[src/rtl/memory_pkg.sv]
// Shared types for memory_bank: sequencer states and the R_W encodings.
package memory_pkg;

   typedef enum logic {
      ST_CLEAR,
      ST_IDLE
   } state_e;

   localparam logic RW_WRITE = 1'b0;
   localparam logic RW_READ  = 1'b1;

endpackage

[src/rtl/memory_array.sv]
// Single-port storage for memory_bank: synchronous write, registered read.
// The array keeps the name Memory so bench dumps resolve as ram.u_array.Memory.
module memory_array #(
   parameter int W      = 16,
   parameter int ADDR_W = 3,
   parameter int DEPTH  = 8
) (
   input  logic              clk,
   input  logic              reset,
   input  logic              we,
   input  logic              re,
   input  logic [ADDR_W-1:0] addr,
   input  logic [W-1:0]      wdata,
   output logic [W-1:0]      rdata
);

   logic [W-1:0] Memory [0:DEPTH-1];
   logic [W-1:0] rdata_reg;

   always_ff @(posedge clk) begin
      if (we) begin
         Memory[addr] <= wdata;
      end
   end

   // Read register only loads on a read, so the last read word is held
   always_ff @(posedge clk or posedge reset) begin
      if (reset) begin
         rdata_reg <= '0;
      end else if (re) begin
         rdata_reg <= Memory[addr];
      end
   end

   assign rdata = rdata_reg;

endmodule

[src/rtl/memory_bank.sv]
// Parametrised data memory with request/ready handshake, range check and a
// zero-fill sequencer. Define MEM_PARITY_EN to store and check an even-parity bit.
module memory_bank
   import memory_pkg::*;
#(
   parameter int DATA_W = 16,
   parameter int ADDR_W = 3,
   parameter int DEPTH  = 8
) (
   input  logic              clk,
   input  logic              reset,
   input  logic              enable,
   input  logic              R_W,
   input  logic [ADDR_W-1:0] Address,
   input  logic [DATA_W-1:0] D_In,
   input  logic              clear,
   output logic              ready,
   output logic [DATA_W-1:0] D_Out,
   output logic              valid,
   output logic              error,
   output logic              perr
);

`ifdef MEM_PARITY_EN
   localparam int PAR_W = 1;
`else
   localparam int PAR_W = 0;
`endif
   localparam int WORD_W = DATA_W + PAR_W;
   localparam logic [ADDR_W:0]   DEPTH_L   = (ADDR_W+1)'(DEPTH);
   localparam logic [ADDR_W-1:0] LAST_ADDR = ADDR_W'(DEPTH - 1);

   state_e              state_reg, state_next;
   logic [ADDR_W-1:0]   clr_addr_reg, clr_addr_next;
   logic                valid_reg, valid_next;
   logic                error_reg, error_next;
   logic                accept;
   logic                in_range;
   logic                mem_we, mem_re;
   logic [ADDR_W-1:0]   mem_addr;
   logic [WORD_W-1:0]   mem_wdata, mem_rdata, write_word;

   assign ready    = (state_reg == ST_IDLE) && !clear;
   assign accept   = enable && ready;
   assign in_range = {1'b0, Address} < DEPTH_L;

`ifdef MEM_PARITY_EN
   assign write_word = {^D_In, D_In};
`else
   assign write_word = D_In;
`endif

   always_ff @(posedge clk or posedge reset) begin
      if (reset) begin
         state_reg    <= ST_CLEAR;
         clr_addr_reg <= '0;
         valid_reg    <= 1'b0;
         error_reg    <= 1'b0;
      end else begin
         state_reg    <= state_next;
         clr_addr_reg <= clr_addr_next;
         valid_reg    <= valid_next;
         error_reg    <= error_next;
      end
   end

   always_comb begin
      state_next    = state_reg;
      clr_addr_next = clr_addr_reg;
      mem_we        = 1'b0;
      mem_re        = 1'b0;
      mem_addr      = Address;
      mem_wdata     = write_word;
      valid_next    = 1'b0;
      error_next    = 1'b0;
      case (state_reg)
         ST_CLEAR: begin
            // clear requests are not looked at here, so a sweep never restarts
            mem_we    = 1'b1;
            mem_addr  = clr_addr_reg;
            mem_wdata = '0;
            if (clr_addr_reg == LAST_ADDR) begin
               state_next = ST_IDLE;
            end else begin
               clr_addr_next = clr_addr_reg + 1'b1;
            end
         end
         ST_IDLE: begin
            if (clear) begin
               state_next    = ST_CLEAR;
               clr_addr_next = '0;
            end else if (accept) begin
               if (!in_range) begin
                  error_next = 1'b1;
               end else if (R_W == RW_READ) begin
                  mem_re     = 1'b1;
                  valid_next = 1'b1;
               end else begin
                  mem_we = 1'b1;
               end
            end
         end
         default: state_next = ST_CLEAR;
      endcase
   end

   memory_array #(
      .W      (WORD_W),
      .ADDR_W (ADDR_W),
      .DEPTH  (DEPTH)
   ) u_array (
      .clk   (clk),
      .reset (reset),
      .we    (mem_we),
      .re    (mem_re),
      .addr  (mem_addr),
      .wdata (mem_wdata),
      .rdata (mem_rdata)
   );

   assign D_Out = mem_rdata[DATA_W-1:0];
   assign valid = valid_reg;
   assign error = error_reg;

`ifdef MEM_PARITY_EN
   // stored word includes its parity bit, so a clean word reduces to 0
   assign perr = valid_reg && (^mem_rdata);
`else
   assign perr = 1'b0;
`endif

endmodule

[config.mk]
export PLATFORM = sky130hd
export DESIGN_NAME = memory_bank
export DESIGN_NICKNAME = d
export VERILOG_FILES = /design/src/rtl/memory_pkg.sv /design/src/rtl/memory_array.sv /design/src/rtl/memory_bank.sv
export SDC_FILE = /design/constraint.sdc
export NUM_CORES = 1
export LEC_CHECK = 0
export CORE_ASPECT_RATIO = 0.8
export CORE_MARGIN = 2
export CORE_UTILIZATION = 40
export CTS_BUF_LIST = sky130_fd_sc_hd__clkbuf_4
export DETAILED_ROUTE_END_ITERATION = 10
export GPL_TIMING_DRIVEN = 1
export SYNTH_ARGS = -nofsm -noshare
export SYNTH_HDL_FRONTEND = slang
export SYNTH_SLANG_ARGS = --single-unit
[constraint.sdc]
create_clock -name clk -period 2.8 [get_ports clk]
set_input_delay 0.56 -clock clk [delete_from_list [all_inputs] [get_ports clk]]
set_output_delay 0.56 -clock clk [all_outputs]
set_load 0.005 [all_outputs]
==> reports/results.ini <==
[run_status]
outcome=finished, final reports clean

[detailed_routing]
drc_errors=0
drt_iter0_markers=247
wire_per_inst_um=19.2
drtAntennaViolNets=0
dr.pass1.iters=4
num_vias=3162
vias_per_cell=5.16
wirelength_um=11800

[pwr]
p_leak_nw=2.63
totalPowerFinal_w=0.00875
power_density_nw_per_um2=1240
vdd_ir_drop_max_mv=0.461

[cts]
cts_buffer_depth=2
clkTransAtPathRegs_ns=0.13
htreeDepth=4
cts-root-buf=clkbuf_4
postCtsSetupBuffers=0
worstSkewPairLatency_ns=0.53
cts_sinks=149
cts_hold_buf=0
post_cts_resized=0
cts_buffers=17
tritoncts=yes

[critical_path]
path_class=reg -> out
crit_buf_inv=2
crit_chain=buf_4 -> nor2b_1 -> clkdlybuf4s50_1
ff2ff_setup_slack_ns=0.92
r2r-end=u_array.rdata[2]$_DFFE_PP0P_
crit_end=ready
reg2reg_from=state_reg$_DFF_PP0_
path_depth=3
reg2reg_depth=6
cp-end-kind=output port
start_kind=register
setup.worst_path.start=state_reg$_DFF_PP0_
required_ns=2.24
slowest_stage=clkdlybuf4s50_1
crit_fanout=12
cpLargestDelayFamily=buffers and inverters
cp.arrival_ns=1.85
slowest_delay_ns=0.54

[final_layout]
multiInputGateArea_um2=1410
fin_util_pct=49.0
antenna_cells=0
register_area_um2=4370
drive_gt1_share_pct=15.2
fillCellCount=1228
largest_reg_flops=128
area_growth_pct=18.4
nets=442

[placement]
dpl.hpwl_um=7580
routabilityCongestion=0.739
port_buffers=41

[die]
rows=39
start_util_pct=41.4
fp.dieH_um=113
die_area_um2=15900
core-area_um2=14400
die_width_um=141
ioPinCount=44

[timing]
min_period_ns=2.41
tightest_slew_ns=0.523
finalClockSkew_ns=0.0217
finalSetupViolCount=0
max_freq_mhz=415
finalHoldViolCount=0
timing.setup.tns_ns=0
post-route-period-util_pct=86.0
max_slew_margin_pct=65.1
final_max_slew_viol_count=0
rsz0062_at_grt=false

[yosys]
synth_ff_type=edfxtp_1
synth_top_area_cell=edfxtp_1
async_reset_ff_share_pct=14.1
syn-cell-area_um2=5980
yosys-top-cells-area=edfxtp_1 (64%), mux2i_1 (11%), dfrtp_1 (8.8%)
synth-edff-count=128
ys_ff_latch=149
synth.yosys.seq_area_share_pct=73.1
synth_cell_types=33
yosys_warnings=0
yosysTopAreaCellShare_pct=64.3
syn_avg_cell_area_um2=17.1
synth_cells=349

[grt]
overflow=0
grt_util_all_layers_pct=15.8
grt_pass1_wl_um=18400
antenna_found_initial=0
grt_max_degree=37
grt_pass1_vias=3254

[hold_path]
min_path_type=in -> async

[run]
drv_cap=0

## worst register-to-register path, cell delays in order, from the launching register on
cell and delay (ns):
dfrtp_1 0.36, buf_4 0.19, mux2i_4 0.36, buf_12 0.27, mux2i_1 0.28, o22a_1 0.20, a31oi_1 0.10
## routing by layer
metal | up-vias | wire [um] | global-route usage (%)
met1 | 1588 | 5440 | 20.5
met5 | - | 0 | 0
li1 | 1502 | - | -
met4 | 0 | 150 | 5.07
met3 | 12 | 404 | 4.02
met2 | 60 | 5800 | 26.1
## through the flow
stage / hold slack [ns] / setup slack, ns / cells / area, um^2
floorplan: 0.537 / 0.547 / 350 / 5980
global placement: 0.537 / 0.440 / 581 / 6670
detailed placement: 0.542 / 0.385 / 581 / 6670
CTS: 0.347 / 0.320 / 613 / 7080
global route: 0.378 / 0.224 / 613 / 7080
finish: 0.373 / 0.391 / 613 / 7080
## layout make-up
cell class              count  area share, %
flip-flops and latches    149           61.8
multi-input cells         176           19.9
repair buffers             68           9.20
clock inverters            15           3.89
well taps                 184           3.25
clock buffers              17           1.80
inverters                   4          0.212
## power by group
group | internal [W] | switching, W | leakage (nW)
Combinational | 0.00149 | 0.00182 | 0.969
Clock | 0.000985 | 0.000773 | 0.195
Sequential | 0.00344 | 0.000247 | 1.47
Total | 0.00591 | 0.00284 | 2.63
## cell usage after synthesis, drive strengths merged (2+ instances only)
cell type / count
a22o: 2
a31oi: 18
and2: 16
and3: 2
buf: 15
clkbuf: 6
dfrtp: 21
edfxtp: 128
ha: 2
inv: 4
mux2i: 65
nand2: 2
nor2: 26
o22a: 32
## cells by family (layout without fill, tap and decap cells)
group | count (synthesis) | in the layout | synth area share [%]
AO/OA/AOI/OAI | 56 | 56 | 7.64
adder cells (fa/ha/maj) | 2 | 2 | 0.419
buffers and inverters | 25 | 104 | 3.39
flip-flops | 149 | 149 | 73.1
multiplexers | 66 | 66 | 11.3
other | 1 | 2 | 0.0628
AND/OR/NAND/NOR | 50 | 50 | 4.08
## how the worst min path moves through the flow
stage,end,slack (ns),cells past startpoint,startpoint
after CTS,clr_addr_reg[0]$_DFFE_PP0N_,0.35,3,reset
final,clr_addr_reg[0]$_DFFE_PP0N_,0.37,3,reset
after floorplan,clr_addr_reg[0]$_DFFE_PP0N_,0.54,1,reset
after detailed placement,u_array.rdata[13]$_DFFE_PP0P_,0.54,2,u_array.rdata[13]$_DFFE_PP0P_
after global routing,clr_addr_reg[0]$_DFFE_PP0N_,0.38,3,reset
after global placement,u_array.rdata[3]$_DFFE_PP0P_,0.54,2,u_array.rdata[3]$_DFFE_PP0P_
## placed cells by master, fill, tap and decap left out, types with 2 or more instances in the layout
cell type and n:
a22o_1 2, a31oi_1 16, a31oi_2 2, and2_1 16, and3_1 2, buf_12 3
buf_4 24, bufinv_16 7, clkbuf_4 17, clkdlybuf4s50_1 41, clkinv_4 2, clkinvlp_4 4
conb_1 2, dfrtp_1 21, edfxtp_1 128, ha_1 2, inv_1 3, inv_6 2
mux2i_1 64, nand2_1 2, nor2_1 26, o22a_1 32
Power figures use the tool's default switching activity.
